==> config.mk <==
export PLATFORM = sky130hd
export DESIGN_NAME = ps2_clk_edge_filter
export DESIGN_NICKNAME = d
export VERILOG_FILES = /design/src/rtl/ps2_clk_edge_filter.sv
export SDC_FILE = /design/constraint.sdc
export NUM_CORES = 1
export LEC_CHECK = 0
export ABC_AREA = 1
export BUFFER_PORTS_ARGS = -buffer_cell sky130_fd_sc_hd__buf_2
export CAP_MARGIN = 30
export CORE_MARGIN = 4
export CORE_UTILIZATION = 55
export CTS_BUF_LIST = sky130_fd_sc_hd__clkbuf_4 sky130_fd_sc_hd__clkbuf_8
export DETAILED_ROUTE_END_ITERATION = 16
export PLACE_DENSITY = 0.75
export SLEW_MARGIN = 25
export SYNTH_ARGS = -nofsm -noshare
export SYNTH_HDL_FRONTEND = slang
export SYNTH_SLANG_ARGS = --single-unit
==> constraint.sdc <==
create_clock -name clk -period 1.45 [get_ports clk]
set_input_delay 0 -clock clk [delete_from_list [all_inputs] [get_ports clk]]
set_output_delay 0 -clock clk [all_outputs]
set_load 0.02 [all_outputs]
==> src/rtl/ps2_clk_edge_filter.sv <==
// PS/2 clock conditioner: synchroniser, divided sampling, run-length glitch filter, edge strobes, idle flag.
// Define PS2_GLITCH_CNT_EN to add the saturating o_glitch_cnt output.
module ps2_clk_edge_filter #(
  parameter int SAMPLING_BIT_SIZE = 5,
  parameter int SYNC_STAGES       = 2,
  parameter int FILTER_LEN        = 4,
  parameter int IDLE_SAMPLES      = 64
) (
  input  logic       clk,
  input  logic       i_rst_n,
  input  logic       i_sclr,
  input  logic       i_ps2_clk,
  output logic       o_clk_filt,
  output logic       o_negedge_en,
  output logic       o_posedge_en,
  output logic       o_idle
`ifdef PS2_GLITCH_CNT_EN
  ,
  output logic [7:0] o_glitch_cnt
`endif
);

  localparam int STAB_W = $clog2(FILTER_LEN + 1);
  localparam int IDLE_W = $clog2(IDLE_SAMPLES + 1);
  localparam logic [IDLE_W-1:0] IDLE_MAX = IDLE_W'(IDLE_SAMPLES);

  typedef enum logic {ST_STABLE, ST_QUAL} state_t;

  logic [SYNC_STAGES-1:0]       sync_reg;
  logic [SAMPLING_BIT_SIZE-1:0] samp_cnt_reg;
  state_t                       state_reg, state_next;
  logic [STAB_W-1:0]            stab_cnt_reg, stab_cnt_next;
  logic                         clk_filt_reg, clk_filt_next;
  logic                         clk_filt_dly_reg;
  logic [IDLE_W-1:0]            idle_cnt_reg, idle_cnt_next;
  logic                         negedge_reg, posedge_reg;
  logic                         s_ps2_sync;
  logic                         s_sample_en;
  logic                         differs;
`ifdef PS2_GLITCH_CNT_EN
  logic                         glitch_evt;
  logic [7:0]                   glitch_cnt_reg;
`endif

  assign s_ps2_sync  = sync_reg[SYNC_STAGES-1];
  assign s_sample_en = &samp_cnt_reg;
  assign differs     = (s_ps2_sync != clk_filt_reg);

  // Filter decisions and the idle count only move on sample enables.
  always_comb begin
    state_next    = state_reg;
    stab_cnt_next = stab_cnt_reg;
    clk_filt_next = clk_filt_reg;
    idle_cnt_next = idle_cnt_reg;
`ifdef PS2_GLITCH_CNT_EN
    glitch_evt    = 1'b0;
`endif
    if (s_sample_en) begin
      case (state_reg)
        ST_STABLE: begin
          if (differs) begin
            if (FILTER_LEN == 1) begin
              clk_filt_next = ~clk_filt_reg;
            end else begin
              stab_cnt_next = STAB_W'(1);
              state_next    = ST_QUAL;
            end
          end
        end
        ST_QUAL: begin
          if (differs) begin
            if (int'(stab_cnt_reg) + 1 == FILTER_LEN) begin
              clk_filt_next = ~clk_filt_reg;
              stab_cnt_next = '0;
              state_next    = ST_STABLE;
            end else begin
              stab_cnt_next = stab_cnt_reg + 1'b1;
            end
          end else begin
            stab_cnt_next = '0;
            state_next    = ST_STABLE;
`ifdef PS2_GLITCH_CNT_EN
            glitch_evt    = 1'b1;
`endif
          end
        end
        default: begin
          stab_cnt_next = '0;
          state_next    = ST_STABLE;
        end
      endcase
      // Using the next level lets o_idle drop in the same clk the filtered level falls.
      if (!clk_filt_next) begin
        idle_cnt_next = '0;
      end else if (idle_cnt_reg != IDLE_MAX) begin
        idle_cnt_next = idle_cnt_reg + 1'b1;
      end
    end
  end

  always_ff @(posedge clk or negedge i_rst_n) begin
    if (!i_rst_n) begin
      sync_reg         <= '1;
      samp_cnt_reg     <= '0;
      state_reg        <= ST_STABLE;
      stab_cnt_reg     <= '0;
      clk_filt_reg     <= 1'b1;
      clk_filt_dly_reg <= 1'b1;
      idle_cnt_reg     <= '0;
      negedge_reg      <= 1'b0;
      posedge_reg      <= 1'b0;
    end else if (i_sclr) begin
      sync_reg         <= '1;
      samp_cnt_reg     <= '0;
      state_reg        <= ST_STABLE;
      stab_cnt_reg     <= '0;
      clk_filt_reg     <= 1'b1;
      clk_filt_dly_reg <= 1'b1;
      idle_cnt_reg     <= '0;
      negedge_reg      <= 1'b0;
      posedge_reg      <= 1'b0;
    end else begin
      sync_reg         <= {sync_reg[SYNC_STAGES-2:0], i_ps2_clk};
      samp_cnt_reg     <= samp_cnt_reg + 1'b1;
      state_reg        <= state_next;
      stab_cnt_reg     <= stab_cnt_next;
      clk_filt_reg     <= clk_filt_next;
      clk_filt_dly_reg <= clk_filt_reg;
      idle_cnt_reg     <= idle_cnt_next;
      // Strobe fires the clk after the filtered level has changed.
      negedge_reg      <= clk_filt_dly_reg & ~clk_filt_reg;
      posedge_reg      <= ~clk_filt_dly_reg & clk_filt_reg;
    end
  end

`ifdef PS2_GLITCH_CNT_EN
  always_ff @(posedge clk or negedge i_rst_n) begin
    if (!i_rst_n) begin
      glitch_cnt_reg <= '0;
    end else if (i_sclr) begin
      glitch_cnt_reg <= '0;
    end else if (glitch_evt && (glitch_cnt_reg != 8'hFF)) begin
      glitch_cnt_reg <= glitch_cnt_reg + 8'd1;
    end
  end

  assign o_glitch_cnt = glitch_cnt_reg;
`endif

  assign o_clk_filt   = clk_filt_reg;
  assign o_negedge_en = negedge_reg;
  assign o_posedge_en = posedge_reg;
  assign o_idle       = (idle_cnt_reg == IDLE_MAX);

endmodule
==> impl_metrics.ini <==
[clock_network]
cts.sinks = 22
cts.clk_slew.worst_paths_ns = 0.12
ctsHtreeMaxLevel = 1
cts_root_buf = clkbuf_4
clock_latency_ns = 0.30
cts_buffers = 3
tritoncts = done
clockBufferDepth = 2

[pwr]
p_leak_nw = 0.731
report.power.total_mw = 1.16
ir_drop_uv = 598
p_per_area_nw_per_um2 = 749

[logic_synthesis]
async_flop_share_pct = 100
synth_seq_cells = 22
syn_area_sq_um = 1200
postSynthAreaPerCell_sq_um = 8.71
synth_nets = 148
yosysWarnings = 0
syn_inst = 138
synth.distinct_cells = 29
yosysSeqAreaShare_pct = 46.2
synth_edf_count = 0
ys.flop_type = dfrtp_1

[die]
die-area_sq_um = 3000
coreArea_sq_um = 2020
start_util_pct = 59.5
die_w_um = 54.8
fp.dieH_um = 54.8
num_rows = 16
ios = 8

[final_layout]
drive_above_1_share_pct = 42.3
fin_nets = 174
diodes = 0
area_growth_pct = 28.9
nFillCells = 128
final_cell_mix = nand2_1, dfrtp_1, nand2_2, nand3_1, nor2_1
largest_reg_flops = 7

[detailed_routing]
wl_per_cell_um = 13.3
via_count = 983
dr.first_iter.drc_count = 14
viasPerCell = 5.17
ant_nets = 0
dr.pass1.iters = 4
post-route-drc-count = 0
drt-total-wl_mm = 2.52

[sta]
worst_pin_slew_ns = 0.484
finalHoldViolCount = 0
fin_crit_sh_pct = 106
fmax_mhz = 653
clock_skew_ns = 0.0106
slew_headroom_pct = 67.7
layout_setup_ws_ns = -0.0819
hold_ws_ns = 0.0230
setup_viol = 9
fin_tns_setup_ns = -0.539
period_needed_ns = 1.53
drv_slew = 0
rsz0062_at_grt = true

[grt]
grt_pass1_vias = 931
grt_usage_pct = 19.0
antenna_found_initial = 0
grt_start_max_net_pins = 23
grt_overflow = 0
grt_pass1_wl_mm = 4.01

[placement]
post-place-ws_ns = -0.0992
hpwl_mm = 1.58
gp_congestion = 0.852
io_buffers = 7

[worst_setup_path]
endpoint_kind = flip-flop
crit_arrival_ns = 1.74
r2r_slack_ns = -0.08
required_ns = 1.66
startpoint_type = flip-flop
path_class = reg -> reg
cp_max_fo = 10

[run_status]
status = finished, violations left
violations = negative setup slack

[flow_run]
maxCapViolations = 0

[hold_path]
min_path_type = in -> reg
-- cells in the mapped netlist, types with 2 or more instances --
master / instances / area [sq um]
a21oi_1: 2 / 10.0
or2_2: 2 / 12.5
ha_1: 6 / 75.1
nand3_1: 15 / 75.1
nand2_1: 30 / 113
inv_1: 14 / 52.6
xor2_1: 5 / 43.8
nand3b_1: 2 / 15.0
nor2_1: 14 / 52.6
o21ai_0: 6 / 30.0
dfrtp_1: 18 / 450
nand2_2: 2 / 12.5
dfstp_2: 4 / 105
nand3_2: 3 / 30.0
-- through the flow --
step	instance area (sq um)	instances	utilization (%)
after detailed placement	1320	178	65.5
after global placement	1320	178	65.5
after floorplan	1210	138	-
final	1550	190	76.7
after CTS	1460	189	72.2
after global routing	1550	190	76.7
-- final timing paths --
path,startpoint,end,depth (start not counted)
worst max-delay path,samp_cnt_reg[0]$_DFF_PN0_,idle_cnt_reg[6]$_DFFE_PN0P_,10
worst min-delay path,i_sclr,o_negedge_en$_DFF_PN0_,3
worst max register to register,samp_cnt_reg[0]$_DFF_PN0_,idle_cnt_reg[6]$_DFFE_PN0P_,10
worst min register to register,clk_filt_dly_reg$_DFF_PN1_,o_negedge_en$_DFF_PN0_,2
max in group asynchronous,i_rst_n,clk_filt_dly_reg$_DFF_PN1_,2
min in group asynchronous,i_rst_n,stab_cnt_reg[2]$_DFFE_PN0P_,2
-- power breakdown --
part,switching [mW],internal [mW],total (mW)
logic,0.117,0.0757,0.192
registers,0.0214,0.646,0.667
clock network,0.175,0.126,0.301
total,0.313,0.848,1.16
-- metal layers --
metal  track usage [%]  wire (um)
met4              6.22         42
met1              25.0       1150
met3              3.81         71
met5                 0          0
met2              30.9       1260
-- kinds of logic after synthesis --
kind of cell | share of synthesized area (%)
AOI/OAI and AO/OA | 4.89
xor gates and xnor gates | 4.37
and+or+nand+nor | 31.9
buffers and inverters | 6.35
adders and majority gates | 6.24
DFF | 46.2
-- timing repair --
item	4_1_cts	5_1_grt
pin swaps	6	10
hold endpoints to repair	23	0
setup buffers	5	2
setup endpoints to repair	12	13
resized for setup	14	25
hold buffers	2	0
-- layout make-up --
cell class | count | area [sq um] | share of cell area (%)
Sequential cell | 22 | 556 | 35.8
Multi-Input combinational cell | 98 | 697 | 45.0
Timing Repair Buffer | 23 | 174 | 11.2
Tap cell | 27 | 33.8 | 2.18
Clock buffer | 4 | 30.0 | 1.94
Inverter | 16 | 60.1 | 3.87
-- worst max-delay path: stages, from the launching register on --
cell	delay [ns]
dfrtp_1	0.38
ha_2	0.19
nand2_1	0.05
nor2_1	0.10
ha_2	0.19
nor2_2	0.04
inv_2	0.09
buf_6	0.17
nand2_8	0.09
nand2_2	0.08
nand2_2	0.05
No activity file was read; power rests on OpenSTA's default activity.
